### src/rtl/keypad_encoder_pkg.sv
// Shared keypad constants and FSM encoding, reused by the encoder and the timer-load logic.
package keypad_encoder_pkg;

    localparam int NUM_KEYS  = 10;
    localparam int BCD_WIDTH = 4;

    typedef enum logic [1:0] {
        ST_IDLE         = 2'd0,
        ST_DEBOUNCE     = 2'd1,
        ST_HOLD         = 2'd2,
        ST_WAIT_RELEASE = 2'd3
    } kp_state_t;

endpackage

### src/rtl/keypad_encoder_onehot_to_bcd.sv
// Combinational key-line decode: lowest active index as BCD, plus one-hot and multi-key flags.
module key_onehot_to_bcd
    import keypad_encoder_pkg::*;
(
    input  logic [NUM_KEYS-1:0]  key,
    output logic [BCD_WIDTH-1:0] bcd,
    output logic                 one_hot,
    output logic                 multi
);

    logic [BCD_WIDTH-1:0] ones;

    // Descending scan leaves the lowest set index, so bcd never leaves 0..9.
    always_comb begin
        bcd  = '0;
        ones = '0;
        for (int i = NUM_KEYS - 1; i >= 0; i--) begin
            if (key[i]) begin
                bcd  = BCD_WIDTH'(i);
                ones = ones + BCD_WIDTH'(1);
            end
        end
    end

    assign one_hot = (ones == BCD_WIDTH'(1));
    assign multi   = (ones >  BCD_WIDTH'(1));

endmodule

### src/rtl/keypad_encoder.sv
// Debounced keypad-to-BCD encoder with a valid/ready handshake toward the timer loader.
module keypad_encoder #(
    parameter int DEBOUNCE_CYCLES = 20,
    parameter int NUM_KEYS        = 10
) (
    input  logic                                    clock,
    input  logic                                    clear,
    input  logic [NUM_KEYS-1:0]                     keypad,
    input  logic                                    ready,
    output logic                                    valid,
    output logic [keypad_encoder_pkg::BCD_WIDTH-1:0] bcd_out,
    output logic                                    multi_key
);
    import keypad_encoder_pkg::*;

    localparam int             CNT_W   = $clog2(DEBOUNCE_CYCLES + 1);
    localparam logic [CNT_W-1:0] CNT_MAX = CNT_W'(DEBOUNCE_CYCLES);

    kp_state_t             state;
    logic [CNT_W-1:0]      count;
    logic [NUM_KEYS-1:0]   sync_p0;
    logic [NUM_KEYS-1:0]   key_s;
    logic [NUM_KEYS-1:0]   key_q;

    logic [BCD_WIDTH-1:0]  key_bcd;
    logic                  key_one_hot;
    logic                  key_multi;

    key_onehot_to_bcd u_decode (
        .key     (key_s),
        .bcd     (key_bcd),
        .one_hot (key_one_hot),
        .multi   (key_multi)
    );

    always_ff @(posedge clock or negedge clear) begin
        if (!clear) begin
            sync_p0   <= '0;
            key_s     <= '0;
            key_q     <= '0;
            count     <= '0;
            state     <= ST_IDLE;
            valid     <= 1'b0;
            bcd_out   <= '0;
            multi_key <= 1'b0;
        end else begin
            // Synchronizer boundary: only key_s feeds decisions below.
            sync_p0   <= keypad;
            key_s     <= sync_p0;
            multi_key <= key_multi;

            case (state)
                ST_IDLE: begin
                    if (key_one_hot) begin
                        key_q <= key_s;
                        count <= CNT_W'(1);
                        state <= ST_DEBOUNCE;
                    end else begin
                        count <= '0;
                    end
                end

                // key_s equals key_q on the accepting edge, so its decode is key_q's index.
                ST_DEBOUNCE: begin
                    if (key_s != key_q) begin
                        count <= '0;
                        state <= ST_IDLE;
                    end else if (count == CNT_MAX) begin
                        bcd_out <= key_bcd;
                        valid   <= 1'b1;
                        state   <= ST_HOLD;
                    end else begin
                        count <= count + CNT_W'(1);
                    end
                end

                ST_HOLD: begin
                    if (valid && ready) begin
                        valid <= 1'b0;
                        count <= '0;
                        state <= ST_WAIT_RELEASE;
                    end
                end

                ST_WAIT_RELEASE: begin
                    if (key_s != '0) begin
                        count <= '0;
                    end else if (count == CNT_MAX) begin
                        count <= '0;
                        state <= ST_IDLE;
                    end else begin
                        count <= count + CNT_W'(1);
                    end
                end

                default: begin
                    count <= '0;
                    state <= ST_IDLE;
                end
            endcase
        end
    end

endmodule

### config.mk
export PLATFORM = sky130hd
export DESIGN_NAME = keypad_encoder
export DESIGN_NICKNAME = d
export VERILOG_FILES = /design/src/rtl/keypad_encoder_pkg.sv /design/src/rtl/keypad_encoder_onehot_to_bcd.sv /design/src/rtl/keypad_encoder.sv
export SDC_FILE = /design/constraint.sdc
export NUM_CORES = 1
export LEC_CHECK = 0
export CAP_MARGIN = 10
export CELL_PAD_IN_SITES_DETAIL_PLACEMENT = 1
export CELL_PAD_IN_SITES_GLOBAL_PLACEMENT = 2
export CORE_AREA = 2 2 72 108
export DETAILED_ROUTE_END_ITERATION = 12
export DIE_AREA = 0 0 74 110
export DONT_BUFFER_PORTS = 1
export PLACE_DENSITY_LB_ADDON = 0.1
export SLEW_MARGIN = 20
export SYNTH_ARGS = -nofsm -noshare
export SYNTH_HDL_FRONTEND = slang
export SYNTH_SLANG_ARGS = --single-unit
### constraint.sdc
create_clock -name clock -period 7.4 [get_ports clock]
set_input_delay 1.85 -clock clock [delete_from_list [all_inputs] [get_ports clock]]
set_output_delay 1.85 -clock clock [all_outputs]
set_load 0.1 [all_outputs]
=== Word level (Yosys, flattened, before mapping) ===
Cells that the tools add are included.
W data, S select, Z words.

* Muxes and demuxes: 38
* Equality and inequality tests: 14
* $add $sub $neg: 10
* $lt $le $gt $ge: 1
* Reduce and logical (&&, ||, !) cells: 9
* Bitwise operators: 1

{| class="wikitable"
|+ Operator list
! operator !! number
|-
| $mux W4 || 19
|-
| $add A4 B1 Y4 const B || 8
|-
| $mux W5 || 5
|-
| $pmux W5 S4 || 1
|-
| $mux W2 || 6
|-
| $ne A2 B2 Y1 const B || 6
|-
| $ne A10 B10 Y1 || 1
|-
| $reduce_bool A10 Y1 || 1
|-
| $pmux W2 S4 || 1
|-
| $ne A3 B3 Y1 const B || 2
|-
| $add A5 B1 Y5 const B || 1
|-
| $eq A5 B5 Y1 const B || 1
|-
| $mux W1 || 5
|-
| $reduce_and A5 Y1 || 1
|-
| $eq A2 B2 Y1 const B || 2
|-
| $eq A4 B1 Y1 const B || 1
|-
| $gt A4 B1 Y1 const B || 1
|-
| $reduce_and A2 Y1 || 2
|-
| $reduce_and A4 Y1 || 1
|-
| $reduce_and A3 Y1 || 1
|-
| $add A1 B1 Y2 const B || 1
|-
| $eq A2 B1 Y1 const B || 1
|-
| $logic_not A2 Y1 || 1
|-
| $pmux W1 S2 || 1
|-
| other kinds (3) || 3
|}

* Logic and storage cells: 81
* Bits in registers: 43
* Input port bits: 13
* Output and inout bits: 6

=== Logic depth before layout (Yosys ltp) ===
Gate-level depths: netlist of the first run.

* Depth after elaboration: 22
* Gate-level depth with buffers: 26

=== Cells and area by module ===
From an unflattened synthesis of the first run, not the netlist that was laid out.

* Cell total of the unflattened synthesis: 262
* Area, all modules: 2825.2 µm²

{| class="wikitable"
|+ Modules (own cells, without submodules)
! module !! area each (µm²) !! cells each !! instances
|-
| keypad_encoder || 1655.3 || 119 || 1
|-
| key_onehot_to_bcd || 1169.9 || 143 || 1
|}

=== Worst setup path after synthesis of the first run ===
OpenSTA, ideal clock, no wires.

* Path type: register -> register
* Start point: reg key_s[8]
* End point: reg key_q[0]
* Required time: 7.275 ns
* Path buffers: 2
* Setup time: 0.125 ns
* Period minus slack after synthesis: 5.393 ns
* Stages on the path, launching flop included: 26
* Arrival: 5.268 ns
* Slack: 2.007 ns
* Path through: dfrtp_1 -> inv_1 -> ha_1 -> buf_6 -> xnor2_4 -> inv_1 -> ha_1 -> nand3b_1 -> mux2_2 -> o221ai_2 -> ha_1 -> xor2_1 -> o21ba_2 -> a31oi_1 -> xnor2_1 -> o22ai_2 -> ha_1 -> nand2_1 -> xor2_1 -> xnor2_1 -> a31oi_1 -> nor3b_2 -> xnor2_1 -> nor4_2 -> buf_6 -> mux2_4

* Word-level cells in the longest chain between the ends: 19

{| class="wikitable"
|+ RTL lines
! element !! line !! RTL
|-
| start: declaration || keypad_encoder.sv:22 || <nowiki>logic [NUM_KEYS-1:0] key_s;</nowiki>
|-
| start signal: assignment || keypad_encoder.sv:49 || <nowiki>key_s <= sync_p0;</nowiki>
|-
| $mux W4 (*) || keypad_encoder_onehot_to_bcd.sv:18 || <nowiki>if (key[i]) begin</nowiki>
|-
| $add A4 B1 Y4 || keypad_encoder_onehot_to_bcd.sv:20 || <nowiki>ones = ones + BCD_WIDTH'(1);</nowiki>
|-
| $mux W4 (*) || keypad_encoder_onehot_to_bcd.sv:18 ||
|-
| $add A4 B1 Y4 || keypad_encoder_onehot_to_bcd.sv:20 ||
|-
| $mux W4 (*) || keypad_encoder_onehot_to_bcd.sv:18 ||
|-
| $add A4 B1 Y4 || keypad_encoder_onehot_to_bcd.sv:20 ||
|-
| $mux W4 (*) || keypad_encoder_onehot_to_bcd.sv:18 ||
|-
| $add A4 B1 Y4 || keypad_encoder_onehot_to_bcd.sv:20 ||
|-
| [3 not listed] || - ||
|-
| $add A4 B1 Y4 || keypad_encoder_onehot_to_bcd.sv:20 ||
|-
| $mux W4 (*) || keypad_encoder_onehot_to_bcd.sv:18 ||
|-
| $add A4 B1 Y4 || keypad_encoder_onehot_to_bcd.sv:20 ||
|-
| $mux W4 (*) || keypad_encoder_onehot_to_bcd.sv:18 ||
|-
| $add A4 B1 Y4 || keypad_encoder_onehot_to_bcd.sv:20 ||
|-
| $mux W4 (*) || keypad_encoder_onehot_to_bcd.sv:18 ||
|-
| $eq A4 B1 Y1 (*) || keypad_encoder_onehot_to_bcd.sv:25 || <nowiki>assign one_hot = (ones == BCD_WIDTH'(1));</nowiki>
|-
| $reduce_and A2 Y1 (no source line) (*) || - ||
|-
| end signal: assignment || keypad_encoder.sv:55 || <nowiki>key_q <= key_s;</nowiki>
|-
| end: declaration || keypad_encoder.sv:23 || <nowiki>logic [NUM_KEYS-1:0] key_q;</nowiki>
|}

Mark *: on every way between the ends. The rest lies on a longest branch, timed or not.
A chain may end at the register's enable or synchronous reset.

=== Worst setup path after layout of the first run ===
* Start point: reg key_s[9]
* End point: reg key_q[9]

* Word-level cells in the longest chain between the ends: 21

{| class="wikitable"
|+ RTL lines
! element !! line
|-
| $mux W1 || keypad_encoder_onehot_to_bcd.sv:18
|-
| $add A1 B1 Y2 || keypad_encoder_onehot_to_bcd.sv:20
|-
| $mux W4 || keypad_encoder_onehot_to_bcd.sv:18
|-
| $add A4 B1 Y4 || keypad_encoder_onehot_to_bcd.sv:20
|-
| $mux W4 || keypad_encoder_onehot_to_bcd.sv:18
|-
| $add A4 B1 Y4 || keypad_encoder_onehot_to_bcd.sv:20
|-
| $mux W4 || keypad_encoder_onehot_to_bcd.sv:18
|-
| $add A4 B1 Y4 || keypad_encoder_onehot_to_bcd.sv:20
|-
| [5 not listed] || -
|-
| $add A4 B1 Y4 || keypad_encoder_onehot_to_bcd.sv:20
|-
| $mux W4 || keypad_encoder_onehot_to_bcd.sv:18
|-
| $add A4 B1 Y4 || keypad_encoder_onehot_to_bcd.sv:20
|-
| $mux W4 || keypad_encoder_onehot_to_bcd.sv:18
|-
| $add A4 B1 Y4 || keypad_encoder_onehot_to_bcd.sv:20
|-
| $mux W4 || keypad_encoder_onehot_to_bcd.sv:18
|-
| $eq A4 B1 Y1 || keypad_encoder_onehot_to_bcd.sv:25
|-
| $reduce_and A2 Y1 (no source line) || -
|}

Parallel ways exist; a longest one is shown, timed or not.

==> results of run 1 <==
[through the flow]
step / worst slack [ps] / std cells / hold WS [ps]
detailed placement: 1050 / 369 / 336
global placement: 1100 / 369 / 331
floorplan: 2010 / 282 / 331
finish: 1070 / 377 / 344
CTS: 992 / 377 / 353
global route: 576 / 377 / 355
[state kept, by name (all words and copies together), names as in the netlist, named ones only]
register	cells
valid	1
key_s	10
sync_p0	10
key_q	10
multi_key	1
state	1
bcd_out	4
count	5
[worst max-delay path by stage]
stage | start | endpoint | slack (ps) | cells past startpoint
3_3_place_gp | key_s[8]$_DFF_PN0_ | key_q[9]$_DFFE_PN0P_ | 1100 | 24
2_1_floorplan | key_s[8]$_DFF_PN0_ | key_q[0]$_DFFE_PN0P_ | 2010 | 25
5_1_grt | key_s[8]$_DFF_PN0_ | key_q[9]$_DFFE_PN0P_ | 580 | 24
6_report | key_s[9]$_DFF_PN0_ | key_q[9]$_DFFE_PN0P_ | 1070 | 24
3_5_place_dp | key_s[8]$_DFF_PN0_ | key_q[9]$_DFFE_PN0P_ | 1050 | 24
4_1_cts | key_s[8]$_DFF_PN0_ | key_q[9]$_DFFE_PN0P_ | 990 | 24
[critical path, delay by kind of cell, from the launching register on]
kind	cells	cell delay (ps)
XOR/XNOR	6	1450
adder cells (fa/ha/maj)	4	1410
AO/OA/AOI/OAI	5	880
AND/OR/NAND/NOR	4	720
multiplexers	2	680
buffers and inverters	3	580
flip-flops	1	460
[cells in the final DEF (no fill, tap or decap), drive strengths merged, types with 8 or more instances in the layout]
cell / Yosys / layout
a21oi: 11 / 11
o21ai: 8 / 8
nor2: 19 / 19
inv: 11 / 11
nor3: 10 / 10
nand2: 20 / 20
nand2b: 8 / 8
xnor2: 21 / 21
mux2: 14 / 14
xor2: 21 / 21
dfrtp: 43 / 43
ha: 13 / 13
[synth_stat cells, types with 5 or more instances]
library cell,instances
mux2i_1,5
xor2_1,21
nand2b_1,8
xnor2_1,15
nor2_1,19
buf_2,6
mux2_4,9
a21oi_1,11
ha_1,13
inv_1,11
nor3_1,9
nor2b_1,6
o21ai_0,7
dfrtp_1,43
mux2_2,5
xnor2_4,5
nand2_1,20
[cell type report]
class                   instances  share of cell area
clock buffers                   6              0.0266
well taps                     100              0.0403
inverters                      11              0.0133
repair buffers                  1             0.00242
flip-flops and latches         43               0.347
multi-input cells             214               0.565
clock inverters                 2             0.00524
[layer usage]
layer	track usage	vias up
li1	-	973
met3	0.0327	6
met2	0.300	16
met1	0.204	1014
met5	0	-
met4	0.0623	0
[power groups by stage]
stage	registers [mW]	logic [mW]	clock network [mW]
after global placement	0.327	0.354	0
final	0.324	0.355	0.162
after floorplan	0.313	0.313	0
after CTS	0.325	0.360	0.169
after global routing	0.331	0.392	0.178
after detailed placement	0.330	0.356	0
[cell families after synthesis]
logic type | count (synthesis) | synth area share
compound gates | 44 | 0.105
xor+xnor | 43 | 0.166
fa+ha+maj | 13 | 0.0551
buf+inv | 25 | 0.0419
flops | 43 | 0.364
mux | 20 | 0.0894
simple gates | 94 | 0.178
==> results.toml, run 1 <==
[outcome]
outcome = "finished, final reports clean"

[critical_path]
cp_slowest_cell = "dfrtp_1"
critPathMaxFanout = 11
slowest_delay_ps = 460
critPathKind = "register to register"
timing.rr.start = "key_s[9]$_DFF_PN0_"
crit_arrival_ps = 6520
startpoint_type = "register"
rr_worst_depth = 24
end_kind = "register"
worst_path_most_repeated_cell = "ha_1"
rrSetupSlack_ps = 1070
required_ps = 7590
r2r-end = "key_q[9]$_DFFE_PN0P_"
cp_cell_sequence = "inv_1 > ha_1 > xnor2_4 > inv_1 > ha_1 > nand3b_1 > mux2_2 > o221ai_2 > ha_1 > xor2_1 > o21ba_2 > a31oi_1 > xnor2_1 > o22ai_2 > ha_1 > nand2_1 > xor2_1 > xnor2_1 > a31oi_1 > nor3b_2 > xnor2_1 > nor4_2 > buf_4 > mux2_2"

[placement]
placed_area_um2 = 3000
gp_congestion = 0.734
hpwlAfterDp_um = 4710
port_buffers = 0

[timing]
min_period_over_period = 0.856
fmax_mhz = 158
rsz0062_at_grt = "no"
finalSetupTns_ps = 0
fin_crit_ps = 6330
maxSlewHeadroom = 0.364
hold_viol_final = 0
tightest_slew_ps = 954
setup_violations = 0
final_max_slew_viol_count = 0
worst_clock_skew_ps = 8.70

[routing]
met2_length_um = 3290
wl_met3_um = 131
drc = 0
met1_length_um = 2730
drt_iter0_markers = 59
drt_pass1_iterations = 4
maxUsedRoutingLayer = "met4"
vias_per_cell = 5.33
drtAntennaViolNets = 0
vias = 2009
wl_um = 6250
wl_per_cell_um = 16.6

[yosys]
ys.warnings.count = 0
synth_nets = 308
async_flop_share = 1.00
ys_ff_latch = 43
synth_enable_flop_cells = 0
syn_avg_cell_area_um2 = 10.5
yosysTopAreaCell = "dfrtp_1"
yosysSeqAreaShare = 0.364
synth.distinct_cells = 59
yosys.area.top_type_share = 0.364
netlist_area_um2 = 2950
yosys-top-cells-area = "dfrtp_1 36%, xor2_1 6.2%, ha_1 5.5%"
synthCells = 282
ys.flop_type = "dfrtp_1"

[layout]
multi_input_area_um2 = 1750
final_util = 0.432
final.fill_count = 808
fin_nets = 302
syn2layout_area_growth_pct = 5.04
drive_gt1_frac = 0.148
post-route-cell-area_um2 = 3100
regArea_um2 = 1080
num_antenna_cells = 0

[clock_tree]
tritoncts = "done"
cts_root_buf = "clkbuf_8"
cts_hold_buf = 0
clock-sinks = 43
clk_latency_ps = 310
ctsResizeCount = 0
htreeDepth = 2
post_cts_buffers = 0
clkTransAtPathRegs_ps = 90
clock_path_buffers = 2
numCtsBuffers = 5

[power_and_ir_drop]
p_int_mw = 0.537
p_total_mw = 0.841
power_leakage_nw = 1.28
clkPwrFrac = 0.192
seq_power_share = 0.386
vdd_drop_max_uv = 151
swShare = 0.361
powerDensity_nw_per_um2 = 271
combPwrFrac = 0.422
power_switching_mw = 0.304

[grt]
grt_pass1_wl_um = 10500
track_usage = 0.171
grt_pass1_vias = 2045
grt_max_degree = 44
grt_overflow = 0
antenna_found_initial = 0

[worst_hold_path]
min_to = "key_s[6]$_DFF_PN0_"
min_path_type = "register to register"
whs_path_depth = 0
worstHoldStart = "sync_p0[6]$_DFF_PN0_"

[floorplan]
initial_core_util = 0.411
dieWidth_um = 74
fp.dieH_um = 110
core_um2 = 7180
die_area_um2 = 8140
rows = 38
num_io_pins = 19

[flow_run]
maxCapViolCount = 0
Note: power is estimated with default switching activity, not from simulation.
==> run 2, diff against run 1 <==
--- a/config.mk
+++ b/config.mk
@@ -13,6 +13,7 @@
 export DIE_AREA = 0 0 74 110
 export DONT_BUFFER_PORTS = 1
 export PLACE_DENSITY_LB_ADDON = 0.1
+export SETUP_SLACK_MARGIN = 0.05
 export SLEW_MARGIN = 20
 export SYNTH_ARGS = -nofsm -noshare
 export SYNTH_HDL_FRONTEND = slang
==> results of run 2 <==
No change in the layout: final DEF, timing and power equal those of run 1.
